## src/rtl/sw_debounce_pkg.sv

```systemverilog
// sw_debounce_pkg: shared state type and parameter bounds
// for the switch debounce stage.
package sw_debounce_pkg;

   typedef enum logic {
      STABLE   = 1'b0,
      COUNTING = 1'b1
   } state_t;

   localparam int DEF_SYNC_STAGES     = 2;
   localparam int DEF_DEBOUNCE_CYCLES = 50000;

   localparam int MIN_SYNC_STAGES     = 2;
   localparam int MAX_SYNC_STAGES     = 4;
   localparam int MIN_DEBOUNCE_CYCLES = 1;
   localparam int MAX_DEBOUNCE_CYCLES = (1 << 20) - 1;

endpackage

```

## src/rtl/sw_debounce_chan.sv

```systemverilog
// sw_debounce_chan: one switch channel - synchroniser, stability
// FSM/counter, and (with SW_DEBOUNCE_EDGE_EN) registered edge pulses.
module sw_debounce_chan
   import sw_debounce_pkg::*;
#(
   parameter int SYNC_STAGES     = DEF_SYNC_STAGES,
   parameter int DEBOUNCE_CYCLES = DEF_DEBOUNCE_CYCLES
) (
   input  logic clk,
   input  logic rst,
   input  logic sw_in,
   output logic sw_out,
   output logic sw_rise,
   output logic sw_fall
);

   localparam int CW = $clog2(DEBOUNCE_CYCLES + 1);
   localparam logic [CW-1:0] CNT_MAX = CW'(DEBOUNCE_CYCLES);
   localparam logic [CW-1:0] CNT_ONE = CW'(1);

   logic [SYNC_STAGES-1:0] sync;
   logic                   sync_q;
   state_t                 state, state_d;
   logic [CW-1:0]          cnt, cnt_d;
   logic                   out_q, out_d;

   assign sync_q = sync[SYNC_STAGES-1];
   assign sw_out = out_q;

   // Shift the asynchronous level through the synchroniser chain.
   always_ff @(posedge clk or posedge rst) begin
      if (rst) sync <= '0;
      else     sync <= {sync[SYNC_STAGES-2:0], sw_in};
   end

   // State, stability counter and accepted level.
   always_ff @(posedge clk or posedge rst) begin
      if (rst) begin
         state <= STABLE;
         cnt   <= '0;
         out_q <= 1'b0;
      end else begin
         state <= state_d;
         cnt   <= cnt_d;
         out_q <= out_d;
      end
   end

   // Next state: the glitch check comes before the threshold
   // check so a bounce on the final count still cancels.
   always_comb begin
      state_d = state;
      cnt_d   = cnt;
      out_d   = out_q;
      unique case (state)
         STABLE: begin
            cnt_d = '0;
            if (sync_q != out_q) begin
               state_d = COUNTING;
               cnt_d   = CNT_ONE;
            end
         end
         COUNTING: begin
            if (sync_q == out_q) begin
               state_d = STABLE;
               cnt_d   = '0;
            end else if (cnt == CNT_MAX) begin
               state_d = STABLE;
               cnt_d   = '0;
               out_d   = ~out_q;
            end else begin
               cnt_d = cnt + CNT_ONE;
            end
         end
      endcase
   end

`ifdef SW_DEBOUNCE_EDGE_EN
   // Pulses are registered on the same edge as the level change.
   always_ff @(posedge clk or posedge rst) begin
      if (rst) begin
         sw_rise <= 1'b0;
         sw_fall <= 1'b0;
      end else begin
         sw_rise <= ~out_q & out_d;
         sw_fall <= out_q & ~out_d;
      end
   end
`else
   assign sw_rise = 1'b0;
   assign sw_fall = 1'b0;
`endif

endmodule

```

## src/rtl/sw_debounce.sv

```systemverilog
// sw_debounce: NUM_SW independent debounced switch channels.
// Optional edge pulses enabled by macro SW_DEBOUNCE_EDGE_EN.
module sw_debounce
   import sw_debounce_pkg::*;
#(
   parameter int NUM_SW          = 4,
   parameter int SYNC_STAGES     = DEF_SYNC_STAGES,
   parameter int DEBOUNCE_CYCLES = DEF_DEBOUNCE_CYCLES
) (
   input  logic              GlobalClock,
   input  logic              Reset,
   input  logic [NUM_SW-1:0] SW_IN,
   output logic [NUM_SW-1:0] SW_OUT,
   output logic [NUM_SW-1:0] SW_RISE,
   output logic [NUM_SW-1:0] SW_FALL
);

   if (SYNC_STAGES < MIN_SYNC_STAGES ||
       SYNC_STAGES > MAX_SYNC_STAGES) begin : g_bad_sync
      $fatal(1, "sw_debounce: SYNC_STAGES out of range");
   end

   if (DEBOUNCE_CYCLES < MIN_DEBOUNCE_CYCLES ||
       DEBOUNCE_CYCLES > MAX_DEBOUNCE_CYCLES) begin : g_bad_deb
      $fatal(1, "sw_debounce: DEBOUNCE_CYCLES out of range");
   end

   for (genvar i = 0; i < NUM_SW; i++) begin : g_chan
      sw_debounce_chan #(
         .SYNC_STAGES    (SYNC_STAGES),
         .DEBOUNCE_CYCLES(DEBOUNCE_CYCLES)
      ) u_chan (
         .clk    (GlobalClock),
         .rst    (Reset),
         .sw_in  (SW_IN[i]),
         .sw_out (SW_OUT[i]),
         .sw_rise(SW_RISE[i]),
         .sw_fall(SW_FALL[i])
      );
   end

endmodule

```

## config.mk

```make
export PLATFORM = sky130hd
export DESIGN_NAME = sw_debounce
export DESIGN_NICKNAME = d
export VERILOG_FILES = /design/src/rtl/sw_debounce_pkg.sv /design/src/rtl/sw_debounce_chan.sv /design/src/rtl/sw_debounce.sv
export SDC_FILE = /design/constraint.sdc
export NUM_CORES = 1
export LEC_CHECK = 0
export CORE_ASPECT_RATIO = 0.9
export CORE_MARGIN = 3
export CORE_UTILIZATION = 50
export DETAILED_ROUTE_END_ITERATION = 12
export PLACE_DENSITY = 0.68
export SETUP_SLACK_MARGIN = 0.4
export SYNTH_ARGS = -nofsm -noshare
export SYNTH_HDL_FRONTEND = slang
export SYNTH_SLANG_ARGS = --single-unit
```

## constraint.sdc

```tcl
create_clock -name GlobalClock -period 5.5 [get_ports GlobalClock]
set_clock_uncertainty 0.15 [all_clocks]
set_input_delay 1.1 -clock GlobalClock [delete_from_list [all_inputs] [get_ports GlobalClock]]
set_output_delay 1.1 -clock GlobalClock [all_outputs]
set_load 0.01 [all_outputs]
```

Yosys cells after proc, flatten, opt, wreduce, memory -nomap -nowiden
Index checks and enable logic that the tools add are counted.

storage, ports and cells
  bits in registers = 80
  bits of input ports = 6
  output and inout bits = 12
  logic and storage cells = 80

cells by class
  $add $sub $neg = 4
  eq/ne operators = 12
  mux-type cells = 32
  bitwise operators = 12
  reduce and logical (&&, ||, !) cells = 4

operator list
  cell                                            number
  2-to-1 mux 16 bit                               8
  one-hot mux 16 bit (2 select lines)             4
  adder 16 x 1 -> 16 bit (second input constant)  4
  equality test 16 bit (second input constant)    4
  2-to-1 mux 1 bit                                16
  inverter 1 bit                                  12
  AND reduction 3 bit                             4
  one-hot mux 1 bit (2 select lines)              4
  equality test 1 bit                             4
  != test 1 bit                                   4

Longest topological paths before layout
  depth after elaboration = 4
  mapped depth = 8
  gate-level depth less buffers = 6

Modules after synthesis
From an unflattened synthesis, not the netlist that was laid out.

second synthesis, totals
  cell total of the unflattened synthesis = 392
  area, all modules = 4028.9 µm²

modules (own cells, without submodules)
  module            times used  cells an instance  area each (µm²)
  sw_debounce_chan  4           98                 1007.2

Worst setup path after synthesis
OpenSTA, ideal clock, no wires.

  path kind = register to register
  start point = register g_chan[0].u_chan.cnt[0]
  end point = register g_chan[0].u_chan.out_q
  library setup time = 0.128 ns
  data arrival time = 1.788 ns
  required time = 5.222 ns
  path slack = 3.435 ns
  stages on the path, launching flop included = 7
  cells stage by stage = dfrtp_1 inv_1 ha_1 or4bb_1 nor4_2 and2_1 mux2_1

between the ends
  cells in the longest elaborated chain, start to end = 2

ends and longest elaborated chain
  element                        line                    source
  start: declaration             sw_debounce_chan.sv:24  logic [CW-1:0] cnt, cnt_d;
  start signal: assignment       sw_debounce_chan.sv:44  cnt <= cnt_d;
  equality test 16 bit           sw_debounce_chan.sv:67  end else if (cnt == CNT_MAX) begin
  AND reduction 3 bit (no line)  -
  end signal: assignment         sw_debounce_chan.sv:45  out_q <= out_d;
  end: declaration               sw_debounce_chan.sv:25  logic out_q, out_d;

No other way between the ends.
A chain may end at the register's enable or synchronous reset.

Worst setup path in the final report
  start point = register g_chan[3].u_chan.out_q
  end point = output SW_OUT[3]

RTL lines
  element                   line                    source
  start: declaration        sw_debounce_chan.sv:25
  start signal: assignment  sw_debounce_chan.sv:45
  end: declaration          sw_debounce.sv:13       output logic [NUM_SW-1:0] SW_OUT,

No word-level cell between the ends.

==> impl_metrics.toml <==
[outcome]
status = "complete, no violations"

[die]
io_pins = 18
start_util_pct = 53.3
die_h_um = 89.8
rows = 29
core-area_mm2 = 0.00733
dieArea_mm2 = 0.00891
die_x_um = 99.1

[critical_path]
crit_chain = "clkdlybuf4s50_1"
critPathRequiredTime_ns = 4.25
slowest_delay_ns = 0.56
path_class = "reg2out"
worst_ep_arrival_time_ns = 1.29
crit_family = "buffers and inverters"
end_kind = "output pin"
critPathMaxFanout = 3
slowest_stage = "clkdlybuf4s50_1"
critical_path_buf_inv_count = 1
start_kind = "flop"
r2r_setup_slack_ns = 3.09

[power]
leakagePower_uw = 0.00163
power.density_mw_per_mm2 = 266
finalPower_uw = 1120
peakVddDrop_uv = 245

[final_layout]
final_common_cell = "dfrtp_1"
final_cell_mix = "dfrtp_1 (80), nor2_1 (76), xnor2_1 (50)"
diodes = 0
drive_gt1_share_pct = 5.54
final_nets = 406
fin_cells = 490
syn2layout_area_growth_pct = 7.85

[routing]
routedWlPerCell_um = 12.6
avgViaCountPerCell = 5.27
drc_errors = 0
first_pass_iters = 4
antenna_left = 0
vias = 2583
routed_wirelength_um = 6190
first_iter_violations = 93

[yosys]
synth_top_family_by_area = "simple AND/OR/NAND/NOR gates"
synth_cells = 385
yosysSeqAreaShare_pct = 51.3
ys_warn_count = 0
synth-simple-area-share_pct = 24.3
muxShareOfSynthArea_pct = 1.15
synthAdderAreaFrac_pct = 2.56
avgSynthCellArea_um2 = 10.1
synth_compound_area_share_pct = 0.769
synthXorXnorAreaFrac_pct = 13.5
synth_area_mm2 = 0.00390
ys_seq_elements = 80
yosysUniqueCellTypes = 31

[global_route]
grt_start_max_net_pins = 63
grt_pass1_wl_um = 11600
antenna_found_initial = 0
track_usage_pct = 15.6
grt_pass1_vias = 2554
grt-ovfl-total = 0

[cts]
clock_tree.root_cell = "clkbuf_8"
ctsResizeCount = 0
hold_buffers = 0
cts_tree = "done"
htreeDepth = 3
clkTransAtPathRegs_ns = 0.08
cts.sinks = 80
cts_made_buffers = 9
cts.path.max_buffers = 2
clock_latency_ns = 0.34
post_cts_buffers = 0

[place]
finalWeightedCongestion = 0.792
placedCellCount = 474
port_buffers = 9
dp_hpwl_um = 4170

[sta]
slew_viol_final = 0
rsz0062_at_grt = "false"
tightest_slew_ns = 0.741
max_freq_mhz = 394
finalCritPeriodShare_pct = 46.2
setup-tns-final_ns = 0
period_minus_slack_ns = 2.54
setup_viol = 0
hold_viol = 0
whs_ns = 0.201
relSlewSlack_pct = 50.6

[min_path]
hold_class = "reg2reg"

[flow_run]
max_cap_violations = 0
[registers in the layout, summed over array words and instances, names as in the netlist]
name / count
g_chan.u_chan.cnt: 64
g_chan.u_chan.sync: 8
g_chan.u_chan.state: 4
g_chan.u_chan.sw_out: 4
[worst paths after layout]
check | start | end | depth (start not counted)
max in group asynchronous | Reset | g_chan[1].u_chan.cnt[10] | 3
min in group asynchronous | Reset | g_chan[0].u_chan.state | 2
hold reg to reg | g_chan[3].u_chan.sync[0] | g_chan[3].u_chan.sync[1] | 0
setup / recovery | g_chan[3].u_chan.sw_out | SW_OUT[3] | 1
hold / removal | g_chan[3].u_chan.sync[0] | g_chan[3].u_chan.sync[1] | 0
setup reg to reg | g_chan[2].u_chan.cnt[0] | g_chan[2].u_chan.cnt[14] | 6
[synthesized netlist by cell type]
master	n	area, um^2
dfrtp_1	80	2000
nand2_1	15	56.3
and2_1	2	12.5
and2_2	1	7.51
nand4bb_1	4	45.0
nor4bb_1	3	30.0
nand3_1	22	110
mux2_1	3	33.8
and4_1	1	8.76
inv_1	23	86.3
ha_1	8	100
nor3b_1	1	7.51
nor2_1	76	285
or4_1	3	22.5
buf_6	4	45.0
or3b_1	3	26.3
and3_1	2	12.5
or4bb_1	2	22.5
nor4_2	2	25.0
xor2_1	10	87.6
buf_1	1	3.75
clkbuf_2	1	5.00
nand4_1	16	100
a211oi_1	4	30.0
conb_1	1	3.75
buf_4	14	105
clkbuf_1	1	3.75
mux2_2	1	11.3
xnor2_1	50	438
nor3_1	14	70.1
nor4_1	17	106
[worst register-to-register path: stages, from the launching register on]
cell     delay, ns
dfrtp_1       0.46
inv_1         0.10
ha_1          0.13
or4bb_1       0.46
nor4_1        0.36
or3b_1        0.51
nor2_1        0.12
[layout make-up]
| cell class | count | area [um^2] |
|---|---|---|
| clock buffers | 10 | 138 |
| clock inverters | 6 | 90.1 |
| fillers | 643 | 3120 |
| inverters | 23 | 87.6 |
| multi-input cells | 268 | 1680 |
| flip-flops and latches | 80 | 2000 |
| well taps | 93 | 116 |
| repair buffers | 10 | 97.6 |
[report_power, final]
group	switching (uW)	internal (uW)	leakage (uW)
clock network	209	270	0.000113
logic	26.6	11.5	0.000441
registers	7.98	596	0.00108
[per-stage QoR]
step                worst slack, ns  util (%)  cell area (um^2)
floorplan                      2.20         -              3930
global placement               2.85      54.3              3980
detailed placement             2.85      54.3              3980
CTS                            2.94      57.4              4210
global route                   2.89      57.4              4210
finish                         2.96      57.4              4210
[layer usage]
metal | vias to the layer above | GRT usage (%) | part of all wire (%)
met5 | - | 0 | 0
met4 | 0 | 6.26 | 1.5
li1 | 1289 | - | -
met1 | 1253 | 22.3 | 50
met3 | 8 | 2.32 | 2.5
met2 | 33 | 23.8 | 46
[cells by family (layout without fill, tap and decap cells)]
family,after synthesis,after routing
other cells,1,8
fa+ha+maj,8,8
simple gates,184,184
compound gates,4,4
xor+xnor,60,60
buf+inv,44,49
flops,80,80
mux,4,4
No activity file was read; power rests on OpenSTA's default activity.
==> RTL edit (config.mk and constraints unchanged) <==
Register the output `SW_OUT`; this adds one clock of latency there. The other outputs are not delayed to match.
--- a/src/rtl/sw_debounce.sv
+++ b/src/rtl/sw_debounce.sv
@@ -15,4 +15,6 @@
    output logic [NUM_SW-1:0] SW_FALL
 );
+
+   logic [NUM_SW-1:0] SW_OUT_d;
 
    if (SYNC_STAGES < MIN_SYNC_STAGES ||
@@ -34,5 +36,5 @@
          .rst    (Reset),
          .sw_in  (SW_IN[i]),
-         .sw_out (SW_OUT[i]),
+         .sw_out (SW_OUT_d[i]),
          .sw_rise(SW_RISE[i]),
          .sw_fall(SW_FALL[i])
@@ -40,4 +42,8 @@
    end
 
+   always_ff @(posedge GlobalClock) begin
+       SW_OUT <= SW_OUT_d;
+   end
+
 endmodule
 
Check against the original RTL: same outputs for any inputs over 10 cycles, from zero or initial values and one cycle with Reset high; that may be too few to reach the edited logic, so the function may still have changed.
==> RTL edit against the unedited design <==
  * Combinational power up 2%
  * Total power is 2.4% higher
  * Synthesized area up 1.3%
  * Sequential power increased by 4.6%
  * Sequential cell count grew 4
  * Sequential share of layout area is 1.1 points higher
  * Worst setup slack better by 0.085 ns
  * Design area grew 1.7%
  * Final cell count is 1.4% higher
  * Maximum frequency is 3.5% higher
  * Critical path depth stayed put
  * Routed wire length grew 1.5%
  * Global-route usage about the same
  * Largest cell class unchanged
==> RTL edit: results (changes against the unedited design) <==
status=finished, final reports clean; fin cells=497 (+1.4%); Slew @ Worst Pin=0.831 ns (+0.0904 ns); GP Congestion=0.858 (+8.3%); Critical Path Start=SW_OUT[2]; synth unique cells=32 (+3.2%); combinational gate power=0.0000387 W (+2%); P_seq=0.000632 W (+4.6%); Seq/Total Area, Yosys=0.527 (+0.0138); vias per cell=5.20 (-1.4%); nets@finish=410 (+0.99%); Cell Area, Placed=4070 µm² (+2.1%); r2r startpoint=g_chan[0].u_chan.cnt[0]; Post-Syn Area per Cell=10.3 µm² (+1.3%); Fin Hold WS=0.205 ns (+0.00386 ns); CP peak stage delay=0.53 ns (-0.03 ns); hold_sp=g_chan[1].u_chan.sync[0]; Critical Path End=SW_OUT[2]; synth top area cells=dfrtp_1 (51%), xnor2_1 (11%), nor2_1 (7.2%), nand3_1 (2.8%), nor4_1 (2.7%); clk slew on worst S/H paths=0.08 ns (about the same); switching share of power=0.220 (+0.00253); post-DP HPWL=4140 µm (-0.69%); share of cells above drive strength 1=0.0499 (-0.00554); biggest regs=g_chan.u_chan.cnt (64), g_chan.u_chan.sync (8); Crit Path Max Fanout=1 (-2); first-pass GRT wire length=11,400 µm (-1.5%); Hold Path End=g_chan[1].u_chan.sync[1]; vias in the first global route=2,557 (+0.12%); Setup WS pre-CTS=2.80 ns (-0.0449 ns); maximum VDD drop=0.211 mV (-14%); P_leak=1.66 nW (+1.4%); Warnings, synthesis=0 (unchanged); 1st-pass router iterations=4 (unchanged); fraction of registers with async set/reset=0.952 (-0.0476); FF-to-FF setup slack=3.17 ns (+0.08 ns); aggregate global-route resource usage=0.155 (-0.000298); PD cells=268 nW/µm² (+0.66%); final wirelength=6290 µm (+1.5%); largest net degree at the start of global routing=50 (-21%); total of fill cells in the finished design=656 (+2.0%); Iter 0 DRT Violations=66 (-29%); Critical Path AT=1.20 ns (-0.09 ns); min cycle time layout=2.45 ns (-0.0852 ns); worst flop-to-flop path endpoint=g_chan[0].u_chan.cnt[13]; Inst Count DP=481 (+1.5%)
==> RTL edit: cell type report <==
| cell class | instances | area (µm²) | area share |
|---|---|---|---|
| clock buffer | 11 | 131 | 0.0307 |
| clock inverter | 5 | 85.1 | 0.0199 |
| inverter | 23 | 87.6 | 0.0204 |
| multi-input combinational | 268 | 1680 | 0.392 |
| sequential | 84 | 2080 | 0.486 |
| tap | 96 | 120 | 0.0280 |
| timing repair buffer | 10 | 97.6 | 0.0228 |
==> RTL edit: layer usage <==
metal / track usage / share of wire / wire length [µm]
met3: 0.0378 / 0.031 / 195
met1: 0.216 / 0.50 / 3170
met2: 0.231 / 0.45 / 2800
met4: 0.0683 / 0.019 / 121
met5: 0 / 0 / 0
==> RTL edit: kinds of logic after synthesis <==
family          count (synthesis)  synth area share
simple gates                  184             0.240
flops                          84             0.527
xor+xnor                       60             0.133
buf+inv                        40            0.0554
fa+ha+maj                       8            0.0253
compound gates                  4           0.00760
mux                             4            0.0114
other cells                     1          0.000948
